<file path="src/rtl/ef_spi_target_pkg.sv">
// Shared definitions for the SPI target: frame width, engine states and
// the SCLK edge-select helper.
package ef_spi_target_pkg;

    localparam int SPI_DW = 8;

    typedef enum logic [1:0] {
        IDLE  = 2'd0,
        LOAD  = 2'd1,
        SHIFT = 2'd2
    } state_t;

    // Picks the leading (leading=1) or trailing (leading=0) SCLK edge event
    // for the given idle polarity. With CPOL=0 the leading edge is the rise.
    function automatic logic edge_sel(input logic cpol, input logic leading,
                                      input logic rise, input logic fall);
        return (leading ^ cpol) ? rise : fall;
    endfunction

endpackage

</file>
<file path="src/rtl/ef_spi_target_if.sv">
// SPI pin bundle between an initiator (master) and this target (slave).
interface ef_spi_target_if;
    logic sclk;
    logic csb;
    logic mosi;
    logic miso;
    logic miso_oe;

    modport master (output sclk, csb, mosi, input miso, miso_oe);
    modport slave  (input sclk, csb, mosi, output miso, miso_oe);
endinterface

</file>
<file path="src/rtl/ef_spi_target_fifo.sv">
// Synchronous byte FIFO with show-ahead head, flush and occupancy count.
// A push into a full FIFO is accepted only when a pop frees a slot in the
// same cycle.
module ef_spi_target_fifo
    import ef_spi_target_pkg::*;
#(
    parameter int FAW = 4
) (
    input  logic              clk,
    input  logic              rst,
    input  logic              flush,
    input  logic              push,
    input  logic              pop,
    input  logic [SPI_DW-1:0] din,
    output logic [SPI_DW-1:0] dout,
    output logic              empty,
    output logic              full,
    output logic [FAW:0]      level
);
    localparam int            DEPTH   = 1 << FAW;
    localparam logic [FAW:0]  DEPTH_L = (FAW+1)'(DEPTH);

    logic [SPI_DW-1:0] mem [DEPTH];
    logic [FAW-1:0]    rptr, wptr;
    logic [FAW:0]      cnt;
    logic              do_push, do_pop;

    assign empty   = (cnt == '0);
    assign full    = (cnt == DEPTH_L);
    assign level   = cnt;
    assign dout    = mem[rptr];
    assign do_pop  = pop & ~empty;
    assign do_push = push & (~full | do_pop);

    // Pointer, count and storage update; flush wins over push/pop.
    always_ff @(posedge clk) begin
        if (rst) begin
            rptr <= '0;
            wptr <= '0;
            cnt  <= '0;
            for (int i = 0; i < DEPTH; i++) mem[i] <= '0;
        end else if (flush) begin
            rptr <= wptr;
            cnt  <= '0;
        end else begin
            if (do_push) begin
                mem[wptr] <= din;
                wptr      <= wptr + 1'b1;
            end
            if (do_pop) rptr <= rptr + 1'b1;
            cnt <= cnt + (FAW+1)'(do_push) - (FAW+1)'(do_pop);
        end
    end

endmodule

</file>
<file path="src/rtl/ef_spi_target.sv">
// SPI target core: oversampled pin synchronisers, CPOL/CPHA shift engine,
// and RX/TX byte FIFOs with level/threshold status.
module ef_spi_target
    import ef_spi_target_pkg::*;
#(
    parameter int              FAW  = 4,
    parameter logic [SPI_DW-1:0] FILL = 8'hFF
) (
    input  logic              clk,
    input  logic              rst,
    input  logic              CPOL,
    input  logic              CPHA,
    input  logic              enable,
    input  logic              rx_en,
    input  logic              wr,
    input  logic [SPI_DW-1:0] datai,
    input  logic              rd,
    output logic [SPI_DW-1:0] datao,
    input  logic              rx_flush,
    input  logic [FAW:0]      rx_threshold,
    output logic              rx_empty,
    output logic              rx_full,
    output logic              rx_level_above,
    output logic [FAW:0]      rx_level,
    input  logic              tx_flush,
    input  logic [FAW:0]      tx_threshold,
    output logic              tx_empty,
    output logic              tx_full,
    output logic              tx_level_below,
    output logic [FAW:0]      tx_level,
    output logic              busy,
    output logic              done,
    output logic              rx_overrun,
    output logic              tx_underrun,
    ef_spi_target_if.slave    spi
);
    localparam logic [2:0] LAST_BIT = 3'(SPI_DW - 1);

    logic [2:0]        sclk_s, csb_s;
    logic [1:0]        mosi_s;
    logic              sclk_rise, sclk_fall, lead_ev, trail_ev;
    logic              sample_ev, shift_ev, csb_fall, abort, byte_end;
    state_t            state, state_n;
    logic [SPI_DW-1:0] shift_reg, tx_head;
    logic [SPI_DW-2:0] rx_shift;
    logic [2:0]        bit_cnt;
    logic              need_load, tx_pop, rx_push;

    // Pin synchronisers; csb resets low so a frame cut by reset must see
    // CSB rise and fall again before it is accepted.
    always_ff @(posedge clk) begin
        if (rst) begin
            sclk_s <= '0;
            csb_s  <= '0;
            mosi_s <= '0;
        end else begin
            sclk_s <= {sclk_s[1:0], spi.sclk};
            csb_s  <= {csb_s[1:0], spi.csb};
            mosi_s <= {mosi_s[0], spi.mosi};
        end
    end

    assign sclk_rise = sclk_s[1] & ~sclk_s[2];
    assign sclk_fall = ~sclk_s[1] & sclk_s[2];
    assign lead_ev   = edge_sel(CPOL, 1'b1, sclk_rise, sclk_fall);
    assign trail_ev  = edge_sel(CPOL, 1'b0, sclk_rise, sclk_fall);
    assign sample_ev = CPHA ? trail_ev : lead_ev;
    assign shift_ev  = CPHA ? lead_ev : trail_ev;
    assign csb_fall  = csb_s[2] & ~csb_s[1];
    assign abort     = csb_s[1] | ~enable;
    assign byte_end  = (state == SHIFT) & ~abort & sample_ev & (bit_cnt == LAST_BIT);

    assign busy        = (state != IDLE);
    assign spi.miso    = shift_reg[SPI_DW-1];
    assign spi.miso_oe = busy;

    // Engine state register.
    always_ff @(posedge clk) begin
        if (rst) state <= IDLE;
        else     state <= state_n;
    end

    // Next state plus the FIFO pop/push strobes issued by the engine.
    always_comb begin
        state_n = state;
        tx_pop  = 1'b0;
        rx_push = 1'b0;
        unique case (state)
            IDLE: if (csb_fall && enable) state_n = CPHA ? SHIFT : LOAD;
            LOAD: begin
                if (abort) state_n = IDLE;
                else begin
                    state_n = SHIFT;
                    tx_pop  = ~tx_empty;
                end
            end
            SHIFT: begin
                if (abort) state_n = IDLE;
                else begin
                    if (shift_ev && need_load) state_n = LOAD;
                    rx_push = byte_end & rx_en;
                end
            end
            default: state_n = IDLE;
        endcase
    end

    // Shift registers, bit counter and status pulses. need_load marks that
    // the next shift edge loads a fresh byte instead of shifting.
    always_ff @(posedge clk) begin
        if (rst) begin
            shift_reg   <= '0;
            rx_shift    <= '0;
            bit_cnt     <= '0;
            need_load   <= 1'b0;
            done        <= 1'b0;
            rx_overrun  <= 1'b0;
            tx_underrun <= 1'b0;
        end else begin
            done        <= byte_end;
            rx_overrun  <= byte_end & rx_en & rx_full;
            tx_underrun <= (state == LOAD) & ~abort & tx_empty;
            if (state == IDLE) begin
                bit_cnt   <= '0;
                need_load <= CPHA;
            end else if (abort) begin
                bit_cnt   <= '0;
            end else if (state == LOAD) begin
                shift_reg <= tx_empty ? FILL : tx_head;
                need_load <= 1'b0;
            end else begin
                if (sample_ev) begin
                    rx_shift <= {rx_shift[SPI_DW-3:0], mosi_s[1]};
                    bit_cnt  <= bit_cnt + 1'b1;
                    if (bit_cnt == LAST_BIT) need_load <= 1'b1;
                end
                if (shift_ev && !need_load)
                    shift_reg <= {shift_reg[SPI_DW-2:0], 1'b0};
            end
        end
    end

    assign rx_level_above = (rx_level > rx_threshold);
    assign tx_level_below = (tx_level < tx_threshold);

    ef_spi_target_fifo #(.FAW(FAW)) u_rx_fifo (
        .clk   (clk),
        .rst   (rst),
        .flush (rx_flush),
        .push  (rx_push),
        .pop   (rd),
        .din   ({rx_shift, mosi_s[1]}),
        .dout  (datao),
        .empty (rx_empty),
        .full  (rx_full),
        .level (rx_level)
    );

    ef_spi_target_fifo #(.FAW(FAW)) u_tx_fifo (
        .clk   (clk),
        .rst   (rst),
        .flush (tx_flush),
        .push  (wr),
        .pop   (tx_pop),
        .din   (datai),
        .dout  (tx_head),
        .empty (tx_empty),
        .full  (tx_full),
        .level (tx_level)
    );

endmodule

</file>
<file path="src/flat_wrapper.sv">
// flat-port wrapper written by rule: the top's interface ports become plain ports
module ef_spi_target_flat import ef_spi_target_pkg::*;
#(
    parameter int              FAW  = 4,
    parameter logic [SPI_DW-1:0] FILL = 8'hFF
)
  (clk, rst, CPOL, CPHA, enable, rx_en, wr, datai, rd, datao, rx_flush, rx_threshold, rx_empty, rx_full, rx_level_above, rx_level, tx_flush, tx_threshold, tx_empty, tx_full, tx_level_below, tx_level, busy, done, rx_overrun, tx_underrun, spi_sclk, spi_csb, spi_mosi, spi_miso, spi_miso_oe);
  ef_spi_target_if spi_i ();
  input  logic clk;
  input  logic rst;
  input  logic CPOL;
  input  logic CPHA;
  input  logic enable;
  input  logic rx_en;
  input  logic wr;
  input  logic [SPI_DW-1:0] datai;
  input  logic rd;
  output logic [SPI_DW-1:0] datao;
  input  logic rx_flush;
  input  logic [FAW:0] rx_threshold;
  output logic rx_empty;
  output logic rx_full;
  output logic rx_level_above;
  output logic [FAW:0] rx_level;
  input  logic tx_flush;
  input  logic [FAW:0] tx_threshold;
  output logic tx_empty;
  output logic tx_full;
  output logic tx_level_below;
  output logic [FAW:0] tx_level;
  output logic busy;
  output logic done;
  output logic rx_overrun;
  output logic tx_underrun;
  input wire logic [$bits(spi_i.sclk)-1:0] spi_sclk;
  input wire logic [$bits(spi_i.csb)-1:0] spi_csb;
  input wire logic [$bits(spi_i.mosi)-1:0] spi_mosi;
  output wire logic [$bits(spi_i.miso)-1:0] spi_miso;
  output wire logic [$bits(spi_i.miso_oe)-1:0] spi_miso_oe;
  assign spi_i.sclk = spi_sclk;
  assign spi_i.csb = spi_csb;
  assign spi_i.mosi = spi_mosi;
  assign spi_miso = spi_i.miso;
  assign spi_miso_oe = spi_i.miso_oe;
  ef_spi_target #(.FAW(FAW), .FILL(FILL)) u_core (.clk(clk), .rst(rst), .CPOL(CPOL), .CPHA(CPHA), .enable(enable), .rx_en(rx_en), .wr(wr), .datai(datai), .rd(rd), .datao(datao), .rx_flush(rx_flush), .rx_threshold(rx_threshold), .rx_empty(rx_empty), .rx_full(rx_full), .rx_level_above(rx_level_above), .rx_level(rx_level), .tx_flush(tx_flush), .tx_threshold(tx_threshold), .tx_empty(tx_empty), .tx_full(tx_full), .tx_level_below(tx_level_below), .tx_level(tx_level), .busy(busy), .done(done), .rx_overrun(rx_overrun), .tx_underrun(tx_underrun), .spi(spi_i));
endmodule
</file>
<file path="config.mk">
export PLATFORM = sky130hd
export DESIGN_NAME = ef_spi_target_flat
export DESIGN_NICKNAME = d
export VERILOG_FILES = /design/src/rtl/ef_spi_target_pkg.sv /design/src/rtl/ef_spi_target_if.sv /design/src/rtl/ef_spi_target_fifo.sv /design/src/rtl/ef_spi_target.sv /design/src/flat_wrapper.sv
export SDC_FILE = /design/constraint.sdc
export NUM_CORES = 1
export LEC_CHECK = 0
export BUFFER_PORTS_ARGS = -buffer_cell sky130_fd_sc_hd__buf_2
export CORE_AREA = 2 2 170 172
export CTS_CLUSTER_SIZE = 28
export DETAILED_ROUTE_END_ITERATION = 8
export DIE_AREA = 0 0 172 174
export HOLD_SLACK_MARGIN = 0.03
export MAX_ROUTING_LAYER = met4
export PLACE_DENSITY = 0.7
export SLEW_MARGIN = 15
export SYNTH_ARGS = -nofsm -noshare
export SYNTH_HDL_FRONTEND = slang
export SYNTH_SLANG_ARGS = --single-unit
export TNS_END_PERCENT = 50
</file>
<file path="constraint.sdc">
create_clock -name clk -period 3.1 [get_ports clk]
set_input_delay 0.155 -clock clk [delete_from_list [all_inputs] [get_ports clk]]
set_output_delay 0.155 -clock clk [all_outputs]
set_load 0.01 [all_outputs]
</file>
==> impl_metrics.toml <==
[status]
status = "completed"

[floorplanning]
start_util_pct = 52.72
fp.coreArea_um2 = 28240
fp.dieW_um = 172
ioPinCount = 61
fp-row-count = 62
dieArea_um2 = 29930
die_h_um = 174

[synthesis]
async_flop_share_pct = 0
ys_ff_latch = 322
synthCells = 1100
synth-edff-count = 256
syn_avg_cell_area_um2 = 13.53
synth.distinct_cells = 54
synth_flop_cell = "edfxtp_1"
syn_area_um2 = 14890
synth_seq_area_share_pct = 60.52
syn_nets = 1164
yosys_warnings = 0

[finish]
layout_common_cells = "edfxtp_1, nor2_1, and2_1, mux4_2, dfxtp_1"
final_common_cell = "edfxtp_1"
layout-area-overhead-vs-synth_pct = 13.94
drive_above_1_share_pct = 22.72
layout.nets = 1257
antenna_cells = 0

[clock_network]
cts_tree = "built"
clockBufferDepth = 3
htreeDepth = 2
cts-root-buf = "clkbuf_16"
cts.sinks = 322
clk_latency_ns = 0.52
numCtsBuffers = 35
path_clk_slew_ns = 0.06

[drt]
top_layer = "met4"
drcViolationCount = 0
routedWlPerCell_um = 20.72
drtPass1Iterations = 5
met2_length_mm = 17.28
routed_wl_mm = 33.21
via_per_inst = 5.634
met3_length_mm = 2.141
wl_met1_mm = 13.05
antenna_left = 0
dr.first_iter.drc_count = 719
via_count = 9032

[timing]
period_share_pct = 92.50
worst_pin_slew_ns = 0.6157
finalSetupViolations = 0
max-slew-margin-rel_pct = 58.77
min_period_ns = 2.868
tns_ns = 0
fmax_mhz = 348.7
hold_viol_final = 0
holdWs_ns = 0.1167
slew_viol_final = 0
fin_ws_ns = 0.2324
clock_skew_ns = 0.02646

[placed_design]
io_buffers = 60
hpwlAfterDp_mm = 22.02
gp_congestion = 0.8537
dp_slack_ns = 0.1768

[setup_path]
start_kind = "flop"
crit_type = "flop to flop"
worstPathMaxFanout = 6
critPathCaptureType = "flop"
arrival_ns = 3.25
cp.required_ns = 3.48

[power]
ir_drop_mv = 0.5190
p_leak_nw = 6.089
cellPowerDensity_nw_per_um2 = 595.8
p_total_w = 0.01011

[run]
cap_violations = 0

[global_route]
grt_pass1_vias = 9315
grt_pass1_wl_mm = 52.29
grt_start_max_net_pins = 40
overflow = 0
grtUsageTotal_pct = 23.74
antenna_found_initial = 0

[hold_path]
hold_path_class = "input pin to flop"
[repair_timing]
item,CTS,global route
hold buffers,7,0
gates resized for setup,0,3
setup endpoints to repair,0,1
setup buffers,0,0
endpoints found under the hold margin,16,0
[path summary, 6_finish.rpt]
| check | start | to | slack, ns | cells after the start |
|---|---|---|---|---|
| hold / removal | rst | u_core.u_tx_fifo.wptr[3] | 0.12 | 2 |
| setup reg to reg | u_core.u_rx_fifo.level[3] | u_core.u_rx_fifo.level[4] | 0.23 | 14 |
| setup / recovery | u_core.u_rx_fifo.level[3] | u_core.u_rx_fifo.level[4] | 0.23 | 14 |
| hold reg to reg | u_core.csb_s[0] | u_core.csb_s[1] | 0.43 | 1 |
[layout make-up]
type | instances | area (um2)
multi-input cells | 679 | 5419
flip-flops and latches | 322 | 9011
inverters | 35 | 131.4
clock buffers | 51 | 977.2
fillers | 2260 | 11280
repair buffers | 120 | 793.3
clock inverters | 12 | 148.9
well taps | 384 | 480.5
[synth_stat cells (5+ instances only)]
cell / number / area (um2)
a2111oi_0: 7 / 61.31
a211oi_1: 5 / 37.54
a21o_1: 9 / 67.56
a21oi_1: 17 / 85.08
and2_1: 98 / 613.1
and3_1: 32 / 200.2
buf_1: 8 / 30.03
buf_2: 8 / 40.04
buf_6: 12 / 135.1
clkbuf_1: 34 / 127.6
dfxtp_1: 66 / 1321
edfxtp_1: 256 / 7687
ha_1: 31 / 387.9
inv_1: 35 / 131.4
mux2i_1: 12 / 120.1
mux4_2: 79 / 1779
nand2_1: 48 / 180.2
nand2b_1: 6 / 37.54
nand3_1: 11 / 55.05
nor2_1: 194 / 728.2
nor2b_1: 12 / 75.07
nor3_1: 12 / 60.06
o21ai_0: 9 / 45.04
o21bai_1: 18 / 135.1
or2_2: 13 / 81.33
xnor2_1: 14 / 122.6
[per-layer routing]
metal / global-route usage [%] / up-vias
met5: - / -
met4: 6.232 / 0
met3: 3.575 / 54
met2: 40.46 / 271
met1: 29.75 / 4528
li1: - / 4179
[per-stage QoR]
stage / util [%] / area, um2 / std cells
after detailed placement: 55.79 / 15750 / 1533
after CTS: 60.02 / 16950 / 1603
final: 60.07 / 16960 / 1603
after global routing: 60.07 / 16960 / 1603
after floorplan: - / 14890 / 1100
after global placement: 55.79 / 15750 / 1533
[kinds of logic (layout without fill, tap and decap cells)]
group / count (synthesis) / in the layout / share of synthesized area (%)
mux: 95 / 95 / 13.08
compound gates: 73 / 73 / 3.345
fa+ha+maj: 33 / 33 / 2.875
buf+inv: 99 / 218 / 3.203
simple gates: 460 / 460 / 15.79
flops: 322 / 322 / 60.52
xor+xnor: 18 / 18 / 1.185
[worst max-delay path, cell delays in order (launching register included)]
cell and delay, ns:
dfxtp_1 0.34, inv_1 0.09, ha_1 0.17, or4b_2 0.67
nand2_4 0.14, o2111ai_1 0.12, nand2b_1 0.10, ha_1 0.17
inv_1 0.06, fa_1 0.38, inv_1 0.10, a21oi_1 0.07
o21bai_1 0.15, xnor2_1 0.13, nor3_1 0.06
[where the power goes]
part,switching [W],internal (W)
logic,0.000558,0.000504
registers,0.0000953,0.00484
clock network,0.00166,0.00245
total,0.00232,0.00779
Note: power is estimated with default switching activity, not from simulation.
